--- src/rtl/imem_prog.sv ---
// Instruction memory with a single-cycle fetch port and a streaming program-load port.
// Loading blocks fetch, so the storage array never sees a read and a write in the same cycle.
module imem_prog #(
    parameter int             N     = 32,
    parameter int             DEPTH = 64,
    parameter int             AW    = 8,
    parameter logic [N-1:0]   FILL  = '0
) (
    input  logic          clk,
    input  logic          reset,
    input  logic          f_req,
    input  logic [AW-1:0] f_addr,
    output logic          f_valid,
    output logic [N-1:0]  f_q,
    output logic          f_fault,
    output logic          f_stall,
    input  logic          ld_start,
    input  logic [AW-1:0] ld_base,
    input  logic          ld_valid,
    input  logic [N-1:0]  ld_data,
    input  logic          ld_last,
    output logic          ld_ready,
    output logic          ld_done,
    output logic          ld_err,
    output logic [AW:0]   ld_count
);

    typedef enum logic [1:0] {
        IDLE,
        LOAD,
        DONE
    } state_t;

    localparam int          IW      = (DEPTH > 1) ? $clog2(DEPTH) : 1;
    localparam logic [AW:0] DEPTH_W = (AW + 1)'(DEPTH);
    localparam logic [AW:0] SAT_W   = '1;

    state_t state;
    state_t state_nxt;

    // NOTE: the array has no reset; its power-up value comes from the declaration
    // initialiser, so a reset never disturbs a program that is already loaded.
    logic [N-1:0] mem [DEPTH] = '{default: FILL};

    // One bit wider than an address so an overflowing load can never wrap back in range.
    logic [AW:0] wptr;
    logic        beat;
    logic        wr_in_range;
    logic        fetch;
    logic        rd_in_range;

    assign ld_ready    = (state == LOAD);
    assign ld_done     = (state == DONE);
    assign f_stall     = (state != IDLE) || ld_start;
    assign beat        = ld_ready && ld_valid;
    assign wr_in_range = (wptr < DEPTH_W);
    assign fetch       = f_req && !f_stall;
    assign rd_in_range = ({1'b0, f_addr} < DEPTH_W);

    // NOTE: every signal assigned here gets a default first, so no path leaves it
    // unassigned and no latch is inferred.
    always_comb begin
        state_nxt = state;
        case (state)
            IDLE:    if (ld_start) state_nxt = LOAD;
            LOAD:    if (beat && ld_last) state_nxt = DONE;
            DONE:    state_nxt = IDLE;
            default: state_nxt = IDLE;
        endcase
    end

    // NOTE: clocked state uses non-blocking assignments so every register samples
    // the pre-edge values of the others, independent of statement order.
    always_ff @(posedge clk) begin
        if (reset) state <= IDLE;
        else       state <= state_nxt;
    end

    always_ff @(posedge clk) begin
        if (reset) begin
            wptr     <= '0;
            ld_count <= '0;
            ld_err   <= 1'b0;
        end else if (state == IDLE && ld_start) begin
            wptr     <= {1'b0, ld_base};
            ld_count <= '0;
            ld_err   <= 1'b0;
        end else if (beat) begin
            if (wptr != SAT_W)     wptr     <= wptr + 1'b1;
            if (ld_count != SAT_W) ld_count <= ld_count + 1'b1;
            if (!wr_in_range)      ld_err   <= 1'b1;
        end
    end

    // Reset gates the write so an aborting cycle cannot commit its beat.
    always_ff @(posedge clk) begin
        if (!reset && beat && wr_in_range) mem[wptr[IW-1:0]] <= ld_data;
    end

    always_ff @(posedge clk) begin
        if (reset) begin
            f_valid <= 1'b0;
            f_fault <= 1'b0;
            f_q     <= '0;
        end else if (fetch) begin
            f_valid <= 1'b1;
            if (rd_in_range) begin
                f_q     <= mem[f_addr[IW-1:0]];
                f_fault <= 1'b0;
            end else begin
                f_q     <= '0;
                f_fault <= 1'b1;
            end
        end else begin
            f_valid <= 1'b0;
            f_fault <= 1'b0;
        end
    end

endmodule
--- config.mk ---
export PLATFORM = sky130hd
export DESIGN_NAME = imem_prog
export DESIGN_NICKNAME = d
export VERILOG_FILES = /design/src/rtl/imem_prog.sv
export SDC_FILE = /design/constraint.sdc
export NUM_CORES = 2
export LEC_CHECK = 0
export ABC_AREA = 1
export BUFFER_PORTS_ARGS = -buffer_cell sky130_fd_sc_hd__buf_4
export CAP_MARGIN = 25
export CORE_MARGIN = 2
export CORE_UTILIZATION = 45
export CTS_BUF_LIST = sky130_fd_sc_hd__clkbuf_16
export DETAILED_ROUTE_END_ITERATION = 8
export PLACE_DENSITY = 0.64
export SLEW_MARGIN = 20
export SYNTH_ARGS = -nofsm -noshare
export SYNTH_HDL_FRONTEND = slang
export SYNTH_SLANG_ARGS = --single-unit
export TNS_END_PERCENT = 50
--- constraint.sdc ---
create_clock -name clk -period 3.45 [get_ports clk]
set_input_delay 0.345 -clock clk [delete_from_list [all_inputs] [get_ports clk]]
set_output_delay 0.345 -clock clk [all_outputs]
set_load 0.005 [all_outputs]
==> results.ini <==
[floorplanning]
rows=158
die_y_um=437.0
ioPinCount=101
initial_utilization=0.4540
die_w_um=437.0
dieArea_um2=190900
core_area_um2=185800

[route]
first_pass_iters=6
wl_per_cell_um=24.27
drtIter0Drc=6423
vias=55310
drc=0
ant_nets=0
wirelength_um=235900
via_per_inst=5.690

[worst_setup_path]
rrSetupSlack_ns=0.45
required_ns=4.19
rr_endpoint=wptr[0]$_SDFFE_PP0P_
cp_max_fo=11
end_kind=register
timing.rr.start=wptr[0]$_SDFFE_PP0P_
reg2regPathDepth=12
path_class=register to register
cp.arrival_ns=3.74
cp-start-kind=register

[place]
post-place-ws_ns=0.5063
gp_congestion=0.9124
placedCellCount=9330
dpl_cell_area_um2=89160
dp_hpwl_um=130800
port_buffers=100

[cts]
htreeDepth=4
cts-root-buf=clkbuf_16
cts_tree=built
clk_path_buf_depth=3
numCtsBuffers=205
clkLatencyLatePin_ns=0.87
ctsResizeCount=0
path_clk_slew_ns=0.06
clock_sinks=2103

[global_route]
grt_pass1_vias=52900
grt_pass1_wl_um=346100
gr-usage-all-layers=0.2437
grt_max_degree=176
grt-ovfl-total=0
antenna_found_initial=7

[logic_synthesis]
synth.largest_area_cell=edfxtp_1
ys_seq_area_frac=0.7421
yosysWarnings=0
synth.net_count=7037
ys_types=32
ys_async_sr_fraction=0
synth_seq_cells=2103
synth_top_area_frac=0.7290
avgSynthCellArea_um2=12.09
synth_area_um2=84360
syn_inst=6979
synth-edff-count=2048
synthTopCellsByArea=edfxtp_1, nand3_1, nand2_1
synth_ff_type=edfxtp_1

[finish]
fin_area_um2=95750
areaGrowthSynthToFinish_pct=13.50
final_cells=9721
nFillCells=15740
mostFrequentLayoutCell=nand2_1
nets=7130
drive_above_1_share=0.09521
final_cell_mix=nand2_1, edfxtp_1, nand3_1, buf_4, clkbuf_16

[timing]
clock_skew_ns=0.03010
setup_ws_ns=0.4477
drv_slew=0
max_slew_margin=0.3127
rsz0062_at_grt=false
finalSetupViolations=0
finalSetupTns_ns=0
worst_pin_slew_ns=1.031
min_period_ns=3.002
finalHoldViolations=0
max_freq_mhz=333.1
finalCritPeriodShare=0.8702

[pwr]
max-vdd-ir-drop_mv=0.5642
p_clk_frac=0.407
p_total_mw=52.97
p_switching_mw=12.05
powerDensity_nw_per_um2=553.2
p_leak_nw=33.57
p_int_mw=40.91
swShare=0.2276
power.share.sequential=0.530
p_comb_frac=0.063

[worst_hold_path]
hold_end=mem[55][22]$_DFFE_PP_
holdCritStartpoint=ld_data[22]
holdCritPathClass=input port to register
worst_hold_path.num_cells=1

[outcome]
outcome=finished, final reports clean

[job]
drv_cap=0

## flip-flops by register name (all words and copies together), names as in the netlist
name / count
ld_count: 9
f_q: 32
wptr: 9
state: 2
f_valid: 1
ld_err: 1
f_fault: 1
mem: 2048
## routing by layer
| layer | GRT usage | vias up | share of wire |
|---|---|---|---|
| li1 | - | 25060 | - |
| met1 | 0.3357 | 27320 | 0.40 |
| met2 | 0.3810 | 2530 | 0.47 |
| met3 | 0.04020 | 407 | 0.086 |
| met4 | 0.1110 | 0 | 0.046 |
| met5 | 0 | - | 0 |
## area by class of cell
class | count | area, µm² | share of cell area
inverters | 32 | 156.4 | 0.001633
repair buffers | 344 | 3847 | 0.04018
flip-flops and latches | 2103 | 62600 | 0.6538
well taps | 2480 | 3103 | 0.03241
clock buffers | 207 | 5180 | 0.05410
multi-input cells | 4386 | 19600 | 0.2047
diodes | 4 | 10.01 | 0.0001045
clock inverters | 165 | 1250 | 0.01305
## cell families (layout without fill, tap and decap cells)
logic type | count (synthesis) | count (layout) | share of synthesized area
xor+xnor | 1 | 1 | 0.0001038
simple gates | 4315 | 4315 | 0.2215
other cells | 0 | 4 | 0
buf+inv | 490 | 748 | 0.03144
compound gates | 66 | 66 | 0.004301
flops | 2103 | 2103 | 0.7421
fa+ha+maj | 4 | 4 | 0.0005933
## Yosys cell counts, types with 2 or more instances
cell type / count
nand2_1: 2251
nand4_1: 6
nor4_1: 3
nor3_1: 7
nand3_1: 1960
clkbuf_1: 83
buf_1: 49
ha_1: 4
a21oi_1: 44
o21ai_0: 12
inv_2: 2
buf_8: 3
dfxtp_1: 55
edfxtp_1: 2048
inv_1: 28
a311oi_1: 4
buf_2: 233
nor2_1: 86
buf_4: 53
buf_6: 36
## timing repair
item                      in CTS  in global routing
hold buffers                  15                  0
setup buffers                  0                  0
hold endpoints to repair      15                  0
## worst max-delay path, cell delays in order, from the launching register on
cell and delay [ns]:
dfxtp_1 0.36, buf_4 0.19, ha_1 0.23, nand2_1 0.16, nor4_1 0.08, ha_1 0.18
nor2_1 0.53, inv_1 0.23, a21oi_1 0.17, o21ai_0 0.10, o211ai_1 0.08, dlygate4sd3_1 0.56
inv_1 0.04
## worst max path at each step
| stage | startpoint | to | slack (ns) | cells after the start |
|---|---|---|---|---|
| after global placement | state[0]$_SDFFE_PP0P_ | mem[33][4]$_DFFE_PP_ | 0.50 | 10 |
| after global routing | wptr[0]$_SDFFE_PP0P_ | wptr[0]$_SDFFE_PP0P_ | 0.25 | 12 |
| after floorplan | state[0]$_SDFFE_PP0P_ | mem[0][0]$_DFFE_PP_ | 0.34 | 8 |
| after detailed placement | f_addr[1] | f_q[16]$_SDFFE_PP0P_ | 0.51 | 13 |
| after CTS | wptr[0]$_SDFFE_PP0P_ | wptr[0]$_SDFFE_PP0P_ | 0.52 | 12 |
| final | wptr[0]$_SDFFE_PP0P_ | wptr[0]$_SDFFE_PP0P_ | 0.45 | 12 |
## stage by stage
step,hold slack [ns],util
6_report,0.09838,0.5153
5_1_grt,0.1316,0.5152
4_1_cts,0.03501,0.5152
3_5_place_dp,0.4615,0.4798
3_3_place_gp,0.4627,0.4798
2_1_floorplan,0.4439,-
## power groups by stage
stage	clock [mW]	combinational, mW	sequential, mW
2_1_floorplan	0	1.72	28.6
3_3_place_gp	0	3.22	28.6
3_5_place_dp	0	3.27	28.6
4_1_cts	21.8	3.29	28.1
5_1_grt	22.8	3.56	28.1
6_report	21.6	3.32	28.1
No activity file was read; power rests on OpenSTA's default activity.
